[src/rtl/serial_rx.sv]
`default_nettype none
// ============================================================================
// Module   : serial_rx
// Purpose  : 8N1 UART receiver. The line is synchronised and sampled mid-bit
//            using a baud counter derived from CLOCK_RATE / BAUD_RATE.
//            A received byte is published only when its stop bit is sampled
//            high; a low stop bit is reported as a framing error instead.
// Ports    : i_clk          - system clock, rising edge
//            i_rst_n        - asynchronous active-low reset
//            i_Rx_Serial    - asynchronous serial line, idle high
//            o_Rx_Byte      - last correctly framed byte (LSB first on wire)
//            o_Rx_Valid     - one-cycle pulse when o_Rx_Byte is updated
//            o_Rx_Frame_Err - one-cycle pulse when a stop bit is sampled low
//            o_Rx_Busy      - high whenever the receiver is not idle
// Revision : 1.0 - initial release
// ============================================================================
module serial_rx #(
  parameter int BAUD_RATE  = 115_200,
  parameter int CLOCK_RATE = 27_000_000
) (
  input  logic       i_clk,
  input  logic       i_rst_n,
  input  logic       i_Rx_Serial,
  output logic [7:0] o_Rx_Byte,
  output logic       o_Rx_Valid,
  output logic       o_Rx_Frame_Err,
  output logic       o_Rx_Busy
);

  localparam logic [31:0] DIV  = 32'(CLOCK_RATE / BAUD_RATE);
  localparam logic [31:0] HALF = DIV / 32'd2;

  typedef enum logic [2:0] {
    IDLE    = 3'd0,
    START   = 3'd1,
    DATA    = 3'd2,
    STOP    = 3'd3,
    CLEANUP = 3'd4
  } state_t;

  state_t      state, state_nxt;
  logic        sync_1, rx_s;
  logic [31:0] cnt, cnt_nxt;
  logic [2:0]  bit_idx, bit_idx_nxt;
  logic [7:0]  shift, shift_nxt;
  logic [7:0]  byte_nxt;
  logic        valid_nxt, err_nxt;
  logic        armed, armed_nxt;
  logic        stop_bad, stop_bad_nxt;

  // Two-flop synchroniser; flops reset to the idle (high) line level.
  always_ff @(posedge i_clk or negedge i_rst_n) begin
    if (!i_rst_n) begin
      sync_1 <= 1'b1;
      rx_s   <= 1'b1;
    end else begin
      sync_1 <= i_Rx_Serial;
      rx_s   <= sync_1;
    end
  end

  always_ff @(posedge i_clk or negedge i_rst_n) begin
    if (!i_rst_n) begin
      state          <= IDLE;
      cnt            <= 32'd0;
      bit_idx        <= 3'd0;
      shift          <= 8'h00;
      o_Rx_Byte      <= 8'h00;
      o_Rx_Valid     <= 1'b0;
      o_Rx_Frame_Err <= 1'b0;
      armed          <= 1'b0;
      stop_bad       <= 1'b0;
    end else begin
      state          <= state_nxt;
      cnt            <= cnt_nxt;
      bit_idx        <= bit_idx_nxt;
      shift          <= shift_nxt;
      o_Rx_Byte      <= byte_nxt;
      o_Rx_Valid     <= valid_nxt;
      o_Rx_Frame_Err <= err_nxt;
      armed          <= armed_nxt;
      stop_bad       <= stop_bad_nxt;
    end
  end

  always_comb begin
    state_nxt    = state;
    cnt_nxt      = cnt;
    bit_idx_nxt  = bit_idx;
    shift_nxt    = shift;
    byte_nxt     = o_Rx_Byte;
    valid_nxt    = 1'b0;
    err_nxt      = 1'b0;
    armed_nxt    = armed;
    stop_bad_nxt = stop_bad;

    case (state)
      IDLE: begin
        cnt_nxt     = 32'd0;
        bit_idx_nxt = 3'd0;
        // A high line re-arms the receiver; without this a break (held-low
        // line) after a framing error would look like an endless start bit.
        if (rx_s) begin
          armed_nxt = 1'b1;
        end
        if (armed && !rx_s) begin
          state_nxt = START;
        end
      end

      START: begin
        if (cnt == HALF - 32'd1) begin
          cnt_nxt   = 32'd0;
          // Still low at mid start bit: genuine start. High: glitch.
          state_nxt = rx_s ? IDLE : DATA;
        end else begin
          cnt_nxt = cnt + 32'd1;
        end
      end

      DATA: begin
        if (cnt == DIV - 32'd1) begin
          cnt_nxt            = 32'd0;
          shift_nxt[bit_idx] = rx_s;
          bit_idx_nxt        = bit_idx + 3'd1;  // wraps to 0 after bit 7
          if (bit_idx == 3'd7) begin
            state_nxt = STOP;
          end
        end else begin
          cnt_nxt = cnt + 32'd1;
        end
      end

      STOP: begin
        if (cnt == DIV - 32'd1) begin
          cnt_nxt   = 32'd0;
          state_nxt = CLEANUP;
          if (rx_s) begin
            byte_nxt     = shift;
            valid_nxt    = 1'b1;
            stop_bad_nxt = 1'b0;
          end else begin
            err_nxt      = 1'b1;
            stop_bad_nxt = 1'b1;
          end
        end else begin
          cnt_nxt = cnt + 32'd1;
        end
      end

      CLEANUP: begin
        cnt_nxt      = 32'd0;
        state_nxt    = IDLE;
        stop_bad_nxt = 1'b0;
        if (stop_bad) begin
          armed_nxt = 1'b0;
        end
      end

      default: begin
        state_nxt   = IDLE;
        cnt_nxt     = 32'd0;
        bit_idx_nxt = 3'd0;
      end
    endcase
  end

  assign o_Rx_Busy = (state != IDLE);

endmodule
`default_nettype wire

[config.mk]
export PLATFORM = sky130hd
export DESIGN_NAME = serial_rx
export DESIGN_NICKNAME = d
export VERILOG_FILES = /design/src/rtl/serial_rx.sv
export SDC_FILE = /design/constraint.sdc
export NUM_CORES = 1
export LEC_CHECK = 0
export ABC_AREA = 1
export BUFFER_PORTS_ARGS = -buffer_cell sky130_fd_sc_hd__buf_2
export CORE_ASPECT_RATIO = 1.75
export CORE_MARGIN = 1
export CORE_UTILIZATION = 60
export CTS_CLUSTER_DIAMETER = 50
export DETAILED_ROUTE_END_ITERATION = 12
export GPL_TIMING_DRIVEN = 0
export PLACE_DENSITY = 0.89
export RECOVER_POWER = 100
export SKIP_CTS_REPAIR_TIMING = 1
export SYNTH_ARGS = -nofsm -noshare
export SYNTH_HDL_FRONTEND = slang
export SYNTH_SLANG_ARGS = --single-unit
[constraint.sdc]
create_clock -name i_clk -period 1.8 [get_ports i_clk]
set_input_delay 0.45 -clock i_clk [delete_from_list [all_inputs] [get_ports i_clk]]
set_output_delay 0.45 -clock i_clk [all_outputs]
set_load 0.1 [all_outputs]
Word-level counts from Yosys, hierarchy flattened

Index checks and enable logic that the tools add are counted.

Eq/ne operators: 14
Bitwise logic cells: 1
Reductions and logical operators: 15
Add/sub/neg operators: 2
Multiply operators: 0
Muxes and demuxes: 26
Div/mod/pow operators: 0
Shifts and indexed selects: 0
$lt $le $gt $ge: 2

Operators by type and width:

| kind                                                                                | count |
|---|---|
| 32-bit two-way mux                                                                  | 2 |
| 32-bit one-hot mux with 2 select lines                                              | 1 |
| 32-bit by 1-bit adder with 32-bit output, second input constant                     | 1 |
| 32-bit by 7-bit equality test with 1-bit output, second input constant              | 1 |
| 32-bit by 8-bit equality test with 1-bit output, second input constant              | 1 |
| 3-bit two-way mux                                                                   | 6 |
| 2-bit != test, second input constant                                                | 7 |
| 3-bit one-hot mux with 4 select lines                                               | 1 |
| 1-bit two-way mux                                                                   | 10 |
| 8-bit bitwise mux                                                                   | 1 |
| 3-bit by 2-bit equality test with 1-bit output, second input constant               | 2 |
| 3-bit equality test, second input constant                                          | 2 |
| 3-bit one-hot mux with 2 select lines                                               | 1 |
| 2-bit AND reduction                                                                 | 3 |
| 3-bit AND reduction                                                                 | 2 |
| 5-bit AND reduction                                                                 | 1 |
| 3-bit by 4-bit less-than comparator with 1-bit output, second input constant        | 1 |
| 1-bit one-hot mux with 2 select lines                                               | 2 |
| 2-bit nonzero test                                                                  | 2 |
| 3-bit by 1-bit adder with 3-bit output, second input constant                       | 1 |
| 1-bit demux with 3-bit select                                                       | 1 |
| 3-bit by 1-bit equality test with 1-bit output, second input constant               | 1 |
| 3-bit by 1-bit greater-or-equal comparator with 1-bit output, second input constant | 1 |
| 3-bit zero test                                                                     | 1 |
| other kinds (7)                                                                     | 8 |

Logic and storage cells: 71
Input port bits: 3
Output and inout bits: 11
Memories: 0
RAM bits: 0
Register bits: 60
Latch bits: 0
Memory bits (read-only): 0

Longest topological paths before layout

Depth in word-level cells: 5
Gate-level depth with buffers: 12
Mapped depth without buffers: 12

Least setup slack after synthesis

No wires, ideal clock.

Path kind: register to register
Start: register cnt[0]
End: register cnt[22]
Cell stages (with the launch flop): 9
Path slack: 257 ps
Period minus slack after synthesis: 1543 ps
Buffers on the path: 0
Required time: 1682 ps
Data arrival time: 1425 ps
Library setup time: 118 ps
Cells stage by stage: dfrtp_1 > ha_1 > nand3_1 > nor2_1 > nand2_1 > nor2_1 > nand2_1 > xor2_1 > nor2_1

Cells in the longest elaborated chain, start to end: 3
Elaborated cells on any way between the ends: 6
Classes of those cells: add/sub: 1; eq/ne: 2; mux: 3

Ends and longest elaborated chain:

| item                                                             | RTL line      | text |
|---|---|---|
| start, declared                                                  | 43            | `logic [31:0] cnt, cnt_nxt;` |
| start signal, assigned                                           | 75            | `cnt <= cnt_nxt;` |
| 32-bit by 1-bit adder with 32-bit output (tied with other cells) | 117, 130, 147 |  |
| 32-bit two-way mux, on equally long branches                     | 122, 135, 112 |  |
| 32-bit one-hot mux with 2 select lines (*)                       | 97            | `case (state)` |
| named net cnt_nxt[22]                                            | 43            |  |

The timed path passes the listed nets; every way through them passes the cells marked *.
A chain may end at the register's enable or synchronous reset.

Worst setup path in the final report

Start: register state[1]
End: output port o_Rx_Busy

Cells in the longest elaborated chain, start to end: 1

Ends and longest elaborated chain:

| item                   | RTL line | text |
|---|---|---|
| start, declared        | 41       | `state_t state, state_nxt;` |
| start signal, assigned | 74       | `state <= state_nxt;` |
| 3-bit nonzero test     | 168      | `assign o_Rx_Busy = (state != IDLE);` |
| end, declared          | 27       | `output logic o_Rx_Busy` |

No other way between the ends.

==> flow_metrics.py <==
metrics = {
    "clock_tree": {
        "numCtsBuffers": 9,
        "cts_tree": "done",
        "clkSlewWorstSetupHoldPaths_ps": 70,
        "ctsHtreeMaxLevel": 3,
        "clock-root-buffer": "clkbuf_8",
        "cts.sinks": 60,
        "clockBufferDepth": 2,
        "clock_latency_ps": 350,
    },
    "global_route": {
        "antenna_found_initial": 0,
        "grt_pass1_vias": 2987,
        "grt_max_degree": 61,
        "grt_pass1_wl_mm": 12.6,
        "grt_remaining_overflow": 0,
        "grt_usage_pct": 29.3,
    },
    "die": {
        "initial_core_util_pct": 62.3,
        "dieArea_um2": 5770,
        "rows": 35,
        "die_height_um": 99.7,
        "io_pins": 14,
        "die_w_um": 57.9,
        "coreArea_um2": 5260,
    },
    "timing": {
        "period_share_pct": 98.9,
        "setup_viol": 0,
        "drv_slew": 0,
        "whs_ps": 200,
        "finClkSkew_ps": 9.01,
        "fmax_mhz": 562,
        "tightestPinTransition_ps": 1470,
        "hold_violations": 0,
        "period_needed_ps": 1780,
        "slew_headroom_pct": 2.01,
        "rsz0062_at_grt": "yes",
    },
    "drt": {
        "firstDrtPassIters": 8,
        "finalWirelength_mm": 8.22,
        "vias_per_cell": 5.71,
        "drc": 0,
        "ant_nets": 0,
        "dr_total_vias": 3055,
        "drtIter0Drc": 154,
        "wl_per_cell_um": 15.4,
    },
    "flow_run": {
        "drv_cap": 0,
    },
    "synthesis": {
        "synth_area_leader_cell": "dfrtp_1",
        "yosysSeqAreaShare_pct": 45.9,
        "synth-seq-cells": 60,
        "syn_area_um2": 3280,
        "synth_top_cell_area_share_pct": 44.3,
        "synth.avg_cell_area_um2": 7.39,
        "ys_warn_count": 0,
        "synth_nets": 451,
        "synthCells": 443,
        "synth_area_leaders": "dfrtp_1, nand2_1, nor2_1",
        "ys_types": 24,
    },
    "worst_setup_path": {
        "reg2reg_to": "cnt[6]",
        "cp_data_required_time_ps": 1350,
        "r2r_start": "cnt[1]",
        "slowest_delay_ps": 470,
        "critical_path.slowest_cell": "dfrtp_1",
        "cp-startpoint": "state[1]",
        "rr_worst_depth": 12,
        "endpoint_kind": "output port",
        "start_kind": "flop",
        "arrival_ps": 1330,
        "rrSetupSlack_ps": 40,
        "crit_fanout": 6,
        "critPathKind": "flop to output port",
        "critical_path.cell_chain": "nor3_2 > inv_1 > buf_6",
    },
    "outcome": {
        "status": "finished clean",
    },
    "final_layout": {
        "n_antenna_cell": 0,
        "fin_nets": 483,
        "fillers": 406,
        "fin_area_um2": 3760,
        "instances_no_fill": 535,
        "area_growth_pct": 14.9,
        "drive_gt1_share_pct": 16.3,
    },
    "place": {
        "placedCellCount": 511,
        "placement.cell_area_um2": 3410,
        "portBuffers": 13,
        "hpwl_mm": 5.41,
        "gp_congestion": 0.959,
    },
    "power": {
        "ir_drop_v": 0.00106,
        "total_leakage_power_nw": 1.74,
        "p_per_area_nw_per_um2": 990,
        "power_mw": 3.72,
    },
    "worst_hold_path": {
        "min_from": "i_Rx_Serial",
        "hold_path.class": "input port to flop",
        "hold_end": "sync_1",
        "min_path_cells": 1,
    },
}
[layer usage]
| metal | global-route usage [%] | routed length [µm] | vias up |
|---|---|---|---|
| met5 | 0 | 0 | - |
| met4 | 18.5 | 459 | 0 |
| met3 | 5.98 | 355 | 44 |
| met2 | 52.5 | 4350 | 128 |
| met1 | 29.8 | 3060 | 1438 |
| li1 | - | - | 1445 |
[registers in the layout (all words and copies together) (netlist names)]
| signal | flops |
|---|---|
| stop_bad | 1 |
| bit_idx | 3 |
| o_Rx_Byte | 8 |
| cnt | 32 |
| o_Rx_Valid | 1 |
| sync_1 | 1 |
| shift | 8 |
| o_Rx_Frame_Err | 1 |
| armed | 1 |
| state | 3 |
| rx_s | 1 |
[area by class of cell]
class                      instances  area [µm²]  area share, %
multi-input combinational        329        1620           43.1
sequential                        60        1510           40.0
inverter                          52         208           5.52
timing repair buffer              21         131           3.49
clock buffer                      10         128           3.39
tap                               55        68.8           1.83
clock inverter                     6        66.3           1.76
buffer                             2        35.0          0.931
[kinds of logic (layout without fill, tap and decap cells)]
family | Yosys count | in the layout | synth area share (%)
XOR/XNOR | 17 | 17 | 4.55
AO/OA/AOI/OAI | 23 | 23 | 3.67
buffers and inverters | 54 | 91 | 6.95
adder cells (fa/ha/maj) | 5 | 5 | 1.91
flip-flops | 60 | 60 | 45.9
AND/OR/NAND/NOR | 284 | 284 | 37.0
[worst max path at each step]
stage	slack, ps	endpoint	cells after the start
after floorplan	260	cnt[22]	8
after global placement	-30	cnt[16]	7
after detailed placement	-90	cnt[16]	7
after CTS	-100	cnt[20]	7
after global routing	-70	shift[7]	11
final	20	o_Rx_Busy	3
[placed cells by master, fill, tap and decap left out, drive strengths merged, types with 2 or more instances in the layout]
master,count
dfrtp,58
clkbuf,21
nor3,21
buf,12
nor2,84
clkinvlp,3
ha,5
clkinv,3
nand4,7
a211oi,2
xnor2,2
o21ai,15
dfstp,2
inv,51
xor2,15
nand3,22
nand2,149
a21oi,6
[worst max-delay path: cells and delay by family, from the launching register on]
kind / cells / cell delay, ps
buffers and inverters: 2 / 280
DFF: 1 / 470
and+or+nand+nor: 1 / 230
[synth_stat cells]
cell type / instances
nor3_2: 1
buf_6: 2
ha_1: 5
nand2_4: 4
a211oi_1: 2
nor3_1: 20
nor2_1: 76
nand2_2: 1
nor2_2: 5
dfrtp_1: 58
o21ai_1: 3
clkinv_4: 1
o21ai_0: 12
nand2_1: 144
a21oi_1: 6
nand3_1: 22
inv_6: 1
nand4_1: 7
inv_1: 50
dfstp_2: 2
xnor2_1: 2
and3_1: 1
nor2_4: 3
xor2_1: 15
[where the power goes]
part | switching (mW) | internal [mW]
Clock | 0.575 | 0.638
Sequential | 0.0830 | 1.40
Combinational | 0.705 | 0.319
Total | 1.36 | 2.36
[per-stage QoR]
| stage | utilization, % | TNS (ps) | setup slack (ps) |
|---|---|---|---|
| final | 71.6 | 0 | 19.4 |
| after CTS | 68.6 | -461 | -101 |
| after global routing | 71.6 | -1840 | -68.5 |
| after detailed placement | 64.9 | -234 | -87.3 |
| after global placement | 64.9 | -69.9 | -29.2 |
| after floorplan | - | 0 | 257 |
(Power assumes the default switching activity.)
